`src/rtl/alu_arbiter.sv`:
```
// alu_arbiter: round-robin valid/ready arbiter sharing one 16-bit alu between two requesters.
// One operation in flight: IDLE accepts, EXEC computes from registered operands, RESP holds the result.
module alu (
  input  logic [15:0] in1,
  input  logic [15:0] in2,
  input  logic [2:0]  op,
  input  logic        sel,
  output logic [15:0] out,
  output logic        carry
);
  logic [15:0] a, b;
  logic [16:0] sum;
  assign a = sel ? in2 : in1;
  assign b = sel ? in1 : in2;
  assign sum = {1'b0, a} + {1'b0, b};
  // carry is only meaningful for add; callers must mask it for other ops
  assign carry = sum[16];
  always_comb begin
    out = op == 3'b001 ? sum[15:0] :
          op == 3'b010 ? a - b :
          op == 3'b011 ? a & b :
          op == 3'b100 ? a | b :
          op == 3'b101 ? a ^ b :
          op == 3'b110 ? (|b[15:4] ? 16'h0 : a << b[3:0]) :
          op == 3'b111 ? (|b[15:4] ? 16'h0 : a >> b[3:0]) : 16'h0;
  end
endmodule

module alu_arbiter #(
  parameter logic PRIO_INIT = 1'b0
) (
  input  logic        clk,
  input  logic        rst_n,
  input  logic        req0_valid,
  output logic        req0_ready,
  input  logic [15:0] req0_in1,
  input  logic [15:0] req0_in2,
  input  logic [2:0]  req0_op,
  input  logic        req0_sel,
  input  logic        req1_valid,
  output logic        req1_ready,
  input  logic [15:0] req1_in1,
  input  logic [15:0] req1_in2,
  input  logic [2:0]  req1_op,
  input  logic        req1_sel,
  output logic        rsp_valid,
  input  logic        rsp_ready,
  output logic        rsp_id,
  output logic [15:0] rsp_out,
  output logic        rsp_sign,
  output logic        rsp_zero,
  output logic        rsp_carry,
  output logic        rsp_err,
  output logic [15:0] ops_done
);
  typedef enum logic [1:0] {IDLE, EXEC, RESP} state_t;
  state_t state, state_nx;
  logic prio, gnt, take;
  logic [15:0] in1_q, in2_q, alu_out;
  logic [2:0] op_q;
  logic sel_q, id_q, alu_carry;
  assign gnt = (req0_valid & req1_valid) ? prio : req1_valid;
  assign req0_ready = state == IDLE & req0_valid & ~gnt;
  assign req1_ready = state == IDLE & req1_valid & gnt;
  assign take = req0_ready | req1_ready;
  assign rsp_valid = state == RESP;
  always_comb begin
    state_nx = state;
    state_nx = state == IDLE ? (take ? EXEC : IDLE) :
               state == EXEC ? RESP : (rsp_ready ? IDLE : RESP);
  end
  always_ff @(posedge clk or negedge rst_n)
    if (!rst_n) state <= IDLE;
    else state <= state_nx;
  alu u_alu (.in1(in1_q), .in2(in2_q), .op(op_q), .sel(sel_q), .out(alu_out), .carry(alu_carry));
  always_ff @(posedge clk or negedge rst_n) begin
    if (!rst_n) begin
      in1_q <= '0;
      in2_q <= '0;
      op_q <= '0;
      sel_q <= 1'b0;
      id_q <= 1'b0;
    end else if (take) begin
      in1_q <= gnt ? req1_in1 : req0_in1;
      in2_q <= gnt ? req1_in2 : req0_in2;
      op_q <= gnt ? req1_op : req0_op;
      sel_q <= gnt ? req1_sel : req0_sel;
      id_q <= gnt;
    end
  end
  always_ff @(posedge clk or negedge rst_n) begin
    if (!rst_n) begin
      rsp_id <= 1'b0;
      rsp_out <= '0;
      rsp_sign <= 1'b0;
      rsp_zero <= 1'b0;
      rsp_carry <= 1'b0;
      rsp_err <= 1'b0;
    end else if (state == EXEC) begin
      rsp_id <= id_q;
      rsp_out <= alu_out;
      rsp_sign <= alu_out[15];
      rsp_zero <= alu_out == 16'h0;
      rsp_carry <= op_q == 3'b001 & alu_carry;
      rsp_err <= op_q == 3'b000;
    end
  end
  // the requester just served loses priority on the response handshake
  always_ff @(posedge clk or negedge rst_n) begin
    if (!rst_n) begin
      ops_done <= '0;
      prio <= PRIO_INIT;
    end else if (rsp_valid & rsp_ready) begin
      ops_done <= ops_done + 16'd1;
      prio <= ~rsp_id;
    end
  end
endmodule

```
`config.mk`:
```
export PLATFORM = sky130hd
export DESIGN_NAME = alu_arbiter
export DESIGN_NICKNAME = d
export VERILOG_FILES = /design/src/rtl/alu_arbiter.sv
export SDC_FILE = /design/constraint.sdc
export NUM_CORES = 1
export LEC_CHECK = 0
export CAP_MARGIN = 30
export CORE_MARGIN = 3
export CORE_UTILIZATION = 51
export DETAILED_ROUTE_END_ITERATION = 10
export PLACE_DENSITY = 0.79
export SETUP_SLACK_MARGIN = 0.15
export SYNTH_ARGS = -nofsm -noshare
export SYNTH_HDL_FRONTEND = slang
export SYNTH_HIERARCHICAL = 1
export SYNTH_SLANG_ARGS = --single-unit
```
`constraint.sdc`:
```
create_clock -name clk -period 3.77 [get_ports clk]
set_input_delay 0.377 -clock clk [delete_from_list [all_inputs] [get_ports clk]]
set_output_delay 0.377 -clock clk [all_outputs]
set_load 0.005 [all_outputs]
```
==> metrics.md, run 1 <==
| Metric | Value |
|---|---|
| Status | `completed` |
| Startpoint Class | `flop` |
| Synth async-reset ratio | `1.000` |
| Synth unique cells | `84` |
| Starting Density | `0.5336` |
| Final hold violations | `0` |
| Yosys reg bits | `76` |
| Via-to-Cell Ratio | `6.235` |
| Final ANT Viol Nets | `0` |
| Max incr delay on CP | `460 ps` |
| Crit path kind | `reg2reg` |
| Critical-path cell list | `buf_6 > buf_6 > mux2i_4 > buf_6 > inv_4 > ha_4 > fa_2 > a211oi_2 > o21a_1 > nor2_2 > a41oi_2 > nor2b_4 > a2bb2oi_2 > a21oi_2 > a2111oi_4 > nor4_2 > nand4_1 > o21ai_1` |
| Root buffer cell | `clkbuf_16` |
| RSZ-0062 raised after global routing | `true` |
| I/O pin count | `117` |
| Final Skew | `10.82 ps` |
| Clock transition at the registers of the reported paths | `70 ps` |
| Worst EP required | `4010 ps` |
| GR Util met3 | `0.06626` |
| DP Area | `10060 sq um` |
| F_max | `270.6 MHz` |
| Cell type of the slowest stage on the worst timing path | `dfrtp_2` |
| H-tree depth | `3` |
| Cells after Synth | `959` |
| Hold Slack | `350.2 ps` |
| Die area | `17080 sq um` |
| Fin area | `10920 sq um` |
| Worst Max-Slew Pin Slew | `802.6 ps` |
| CTS tree | `done` |
| Share of cells above drive strength 1 | `0.2346` |
| Seq/Total Area, Yosys | `0.2398` |
| Placer Congestion | `1.020` |
| Post-synth EDFFs | `0` |
| Post-synthesis cell area | `7931 sq um` |
| # Max-Cap Violations | `0` |
| Core area | `14860 sq um` |
| # fillers | `1152` |
| Iteration-0 DRC count of the detailed router | `878` |
| Global routing's busiest layer | `met2` |
| CP Data Arrival Time | `3930 ps` |
| # diodes | `0` |
| Via count | `8455` |
| CTS buffer count | `9` |
| Tmin final | `3696 ps` |
| Total grt overflow | `0` |
| Final setup vio count | `0` |
| Syn Area/Cell | `8.270 sq um` |
| Hold crit path type | `in2async` |
| Antenna violations before repair | `0` |
| Number of global-route vias before repair | `8124` |
| Slew HR | `0.4608` |
| Clk sinks | `76` |
| DRC Markers | `0` |
| Site row count | `44` |
| Area Overhead vs Synth | `37.69%` |
| CP Capture Type | `flop` |
| Critical Path Most Common Cell | `buf_6` |
| DRT Pass-1 Iters | `6` |
| Global routing met2 resource utilization | `0.5233` |
| Gr usage total | `0.3301` |
| Yosys warnings | `6` |
| Placed wire-length estimate | `21.11 mm` |
| Routed WL | `28.27 mm` |
| Routed len/inst | `20.84 um` |
| Die W | `130.7 um` |
| Non-Filler Instances | `1356` |
| Post-synth net total | `1087` |
| Footprint of the multi-input gates | `5927 sq um` |
| M1 GR Usage | `0.4479` |
| Final-stage net count | `1295` |
| Die height | `130.7 um` |
| Pin count of the biggest net entering global routing | `77` |
| Global-route wire length before repair | `43.79 mm` |
| Final Cycle Share | `0.9803` |
| Cell total after placement | `1324` |
| Synth Flop Type | `dfrtp_1` |
| I/O Buffers | `116` |
| Clock Tree Buf Depth | `2` |
| Max-slew violations | `0` |
| Clk_lat worst skew | `360 ps` |
| Worst Path Max Fanout | `6` |
| Register area | `1903 sq um` |
## cell type report
class | count | share of cell area
multi-input combinational | 767 | 0.5427
timing repair buffer | 259 | 0.2126
sequential | 76 | 0.1743
clock buffer | 10 | 0.02188
tap | 184 | 0.02108
inverter | 54 | 0.01879
clock inverter | 6 | 0.008593
## logic make-up after synthesis
kind of cell | share of synthesized area
AO/OA/AOI/OAI | 0.2231
adder cells (fa/ha/maj) | 0.08235
buffers and inverters | 0.06641
AND/OR/NAND/NOR | 0.1765
flip-flops | 0.2398
XOR/XNOR | 0.02098
multiplexers | 0.1909
## flip-flops by register name, summed over array words and instances (netlist names)
register / cells
in1_q: 16
in2_q: 16
ops_done: 16
rsp_out: 16
op_q: 3
state: 2
id_q: 1
prio: 1
rsp_carry: 1
rsp_err: 1
rsp_id: 1
rsp_zero: 1
sel_q: 1
## worst max-delay path, delay by kind of cell (launching register included)
family,cells,cell delay (ps)
fa+ha+maj,2,540
buf+inv,4,400
compound gates,7,1410
simple gates,4,470
mux,1,290
flops,1,460
## stage by stage
| stage | util | setup slack, ps | TNS [ps] |
|---|---|---|---|
| 2_1_floorplan | - | 154.9 | 0 |
| 3_3_place_gp | 0.6755 | -56.18 | -56.18 |
| 3_5_place_dp | 0.6765 | -34.83 | -34.83 |
| 4_1_cts | 0.7143 | 150.2 | 0 |
| 5_1_grt | 0.7347 | -55.10 | -82.79 |
| 6_report | 0.7347 | 74.16 | 0 |
## cell usage in the layout (no fill, tap or decap), types with 8 or more instances in the layout
cell type        count
a21oi_1             84
nor3_2               9
clkdlybuf4s50_1    115
inv_1               48
ha_1                41
nand2b_1             9
nor2_1              96
a31oi_1              9
mux2i_1             99
nor2b_1              9
dfrtp_1             75
a221oi_1             8
o21ai_1             15
buf_4              132
o211ai_1             8
nor3_1              23
nand2_1             79
mux2_2              25
xnor2_1             12
o21ai_0             39
nand3_1             17
clkbuf_16            9
## cell usage after synthesis (11+ instances only)
library cell | instances | area [sq um]
nand3_1 | 17 | 85.08
o21ai_0 | 45 | 225.2
a31oi_1 | 11 | 68.82
nor3_1 | 29 | 145.1
xnor2_1 | 12 | 105.1
a21oi_1 | 88 | 440.4
ha_1 | 49 | 613.1
inv_1 | 49 | 183.9
mux2i_1 | 108 | 1081
buf_2 | 25 | 125.1
clkbuf_1 | 19 | 71.32
dfrtp_1 | 76 | 1902
nor2_1 | 98 | 367.9
nand2_1 | 79 | 296.5
mux2_2 | 25 | 281.5
o21ai_1 | 11 | 55.05
## routing by layer
layer  up-vias  part of all wire  routed length [um]
met5         -                 0                   0
met4         0             0.035                 998
met3        85             0.093                2628
met2       485              0.47               13160
met1      3986              0.41               11480
li1       3899                 -                   -
## worst paths after layout
| kind | startpoint | endpoint | slack, ps | cells past startpoint |
|---|---|---|---|---|
| setup / recovery | sel_q | rsp_zero | 70 | 18 |
| hold / removal | rst_n | in2_q[0] | 350 | 2 |
| setup reg to reg | sel_q | rsp_zero | 70 | 18 |
| hold reg to reg | ops_done[15] | ops_done[15] | 480 | 1 |
| max in group asynchronous | rst_n | rsp_zero | 2870 | 3 |
| min in group clk | ops_done[15] | ops_done[15] | 480 | 1 |
## repair_timing
item	4_1_cts	5_1_grt
endpoints found under the setup margin	6	8
endpoints found under the hold margin	0	1
cloned	0	0
hold buffers	0	1
resized for setup	32	41
pin swaps	15	26
setup buffers	6	8
Power of run 1 is not shown: default switching activity piles up to over one toggle a cycle in this logic, so the estimate is an artifact.
==> run 2: changes to the inputs <==
Settings changed: CORE_MARGIN 3 to 5, GPL_ROUTABILITY_DRIVEN set to 0.
==> run 2 against run 1 <==
  * Worst hold slack gained 70 ps
  * Critical endpoint unchanged
  * Clock skew shrank 0.87 ps
  * Global-route usage shrank 4.8 points
  * Routed wire length shrank 5.6%
  * Final cell count shrank 3.6%
  * Count of clock-buffer cells in the layout shrank 1
  * Via count shrank 0.14%
  * Die area grew 6.2%
  * Setup slack gained 64 ps
  * Cell area shrank 4.1%
==> metrics.md, run 2 (same netlist as run 1, synthesis figures left out) <==
| Metric | Value |
|---|---|
| Status | `completed (unchanged)` |
| Root buffer cell | `clkbuf_16 (unchanged)` |
| Final Cycle Share | `0.9632 (was 0.9803)` |
| Final-stage net count | `1242 (was 1295)` |
| CP Capture Type | `flop (unchanged)` |
| Clock transition at the registers of the reported paths | `60 ps (was 70 ps)` |
| Final setup vio count | `0 (unchanged)` |
| Die height | `134.7 um (was 130.7 um)` |
| Max incr delay on CP | `520 ps (was 460 ps)` |
| Worst Max-Slew Pin Slew | `686.0 ps (was 802.6 ps)` |
| Die area | `18150 sq um (was 17080 sq um)` |
| # Max-Cap Violations | `0 (unchanged)` |
| Starting Density | `0.5217 (was 0.5336)` |
| RSZ-0062 raised after global routing | `true (unchanged)` |
| Dpl ws | `70.74 ps (was -34.83 ps)` |
| I/O Buffers | `116 (unchanged)` |
| Core area | `15200 sq um (was 14860 sq um)` |
| Tmin final | `3631 ps (was 3696 ps)` |
| Iteration-0 DRC count of the detailed router | `1050 (was 878)` |
| CTS tree | `done (unchanged)` |
| Cell type of the slowest stage on the worst timing path | `a2111oi_1 (was dfrtp_2)` |
| # fillers | `1138 (was 1152)` |
| Share of cells above drive strength 1 | `0.2046 (was 0.2346)` |
| Setup TNS | `0 ps (unchanged)` |
| Startpoint Class | `flop (unchanged)` |
| Gr usage total | `0.2819 (was 0.3301)` |
| Slew HR | `0.5427 (was 0.4608)` |
| H-tree depth | `3 (unchanged)` |
| F_max | `275.4 MHz (was 270.6 MHz)` |
| Most common cell after layout, fill and taps aside | `clkdlybuf4s50_1 (was buf_4)` |
| Area Overhead vs Synth | `32.07% (was 37.69%)` |
| Routed WL | `26.69 mm (was 28.27 mm)` |
| Total grt overflow | `0 (unchanged)` |
| Worst Path Max Fanout | `4 (was 6)` |
| Antenna violations before repair | `0 (unchanged)` |
| Max-slew violations | `0 (unchanged)` |
| Non-Filler Instances | `1307 (was 1356)` |
| Clock Tree Buf Depth | `2 (unchanged)` |
| Crit path kind | `reg2reg (unchanged)` |
| Final hold violations | `0 (unchanged)` |
| Worst EP required | `4010 ps (about the same)` |
| Critical-path cell list | `buf_6 > mux2i_4 > inv_2 > buf_4 > ha_4 > fa_2 > a211oi_2 > buf_4 > o21bai_1 > a21oi_1 > o22a_1 > a21oi_1 > a2111oi_1 > buf_4 > nor4_1 > nand4_1 > o21ai_1 (was buf_6 > buf_6 > mux2i_4 > buf_6 > inv_4 > ha_4 > fa_2 > a211oi_2 > o21a_1 > nor2_2 > a41oi_2 > nor2b_4 > a2bb2oi_2 > a21oi_2 > a2111oi_4 > nor4_2 > nand4_1 > o21ai_1)` |
| Placed wire-length estimate | `19.36 mm (was 21.11 mm)` |
| CP Data Arrival Time | `3870 ps (was 3930 ps)` |
| Routed len/inst | `20.42 um (was 20.84 um)` |
| Pin count of the biggest net entering global routing | `77 (unchanged)` |
| Final Skew | `9.953 ps (was 10.82 ps)` |
| Die W | `134.7 um (was 130.7 um)` |
| I/O pin count | `117 (unchanged)` |
| DRT Pass-1 Iters | `5 (was 6)` |
| Site row count | `45 (was 44)` |
| Number of global-route vias before repair | `7973 (was 8124)` |
| Core Util, Final | `0.6891 (was 0.7347)` |
| DRC Markers | `0 (unchanged)` |
| Global-route wire length before repair | `41.30 mm (was 43.79 mm)` |
| Via-to-Cell Ratio | `6.460 (was 6.235)` |
| Clk_lat worst skew | `360 ps (about the same)` |
| CTS buffer count | `9 (unchanged)` |
| Final ANT Viol Nets | `0 (unchanged)` |
| Clk sinks | `76 (unchanged)` |
| Post-route setup slack | `138.6 ps (was 74.16 ps)` |
| Commonest cells after routing, fill and taps aside | `clkdlybuf4s50_1, mux2i_1, nor2_1 (was buf_4, clkdlybuf4s50_1, mux2i_1)` |
| # diodes | `0 (unchanged)` |
| Cell total after placement | `1273 (was 1324)` |
| Critical Path Most Common Cell | `buf_4 (was buf_6)` |
| Hold crit path type | `in2async (unchanged)` |
| Via count | `8443 (was 8455)` |
run 2: changes by cell type in the layout (fill, tap and decap cells not counted), sizes merged:
cell	previous run	this run
bufinv	2	0
inv	55	58
buf	143	89
run 2: critical path: cells and delay by family, from the launching register on:
family                     cells  cell delay, ps
muxes                          1             240
DFF                            1             440
buffers and inverters          5             760
AOI/OAI and AO/OA              7            1370
and+or+nand+nor                2             180
adders and majority gates      2             520
run 2: per-layer routing:
metal  global-route usage  wire, um  vias to the layer above  share of wire
met1               0.3736     10820                     3924           0.41
met4               0.1471      1371                        0          0.051
met5                    0         0                        -              0
li1                     -         -                     3801              -
met2               0.4430     11950                      585           0.45
met3              0.04694      2543                      133          0.095
run 2: cell type report:
class / instances / area [sq um] / area share
tap: 188 / 235.2 / 0.02246
clock inverter: 7 / 67.56 / 0.006450
sequential: 76 / 1903 / 0.1817
clock buffer: 9 / 225.2 / 0.02150
inverter: 54 / 202.7 / 0.01935
multi-input combinational: 767 / 5944 / 0.5675
timing repair buffer: 206 / 1897 / 0.1811
run 2: repair_timing:
item / CTS / global route
pin swaps: 9 / 20
hold buffers: 0 / 1
gates resized for setup: 25 / 54
setup endpoints to repair: 2 / 8
setup buffers: 5 / 10
hold endpoints to repair: 0 / 12
run 2: per-stage QoR:
stage | cell area, sq um | hold WS (ps)
after floorplan | 8040 | 81.41
after global routing | 10480 | 440.0
after global placement | 9641 | 460.6
final | 10480 | 420.0
after detailed placement | 9641 | 464.4
after CTS | 10100 | 199.6
run 2: path summary, 6_finish.rpt:
check	cells after the start	end	from	slack [ps]
min in group clk	1	ops_done[15]	ops_done[15]	470
min reg2reg	1	ops_done[15]	ops_done[15]	470
min	2	in2_q[2]	rst_n	420
max	17	rsp_zero	sel_q	140
max reg2reg	17	rsp_zero	sel_q	140
max in group asynchronous	3	rsp_out[8]	rst_n	2780
Power of run 2 is left out for the same reason.
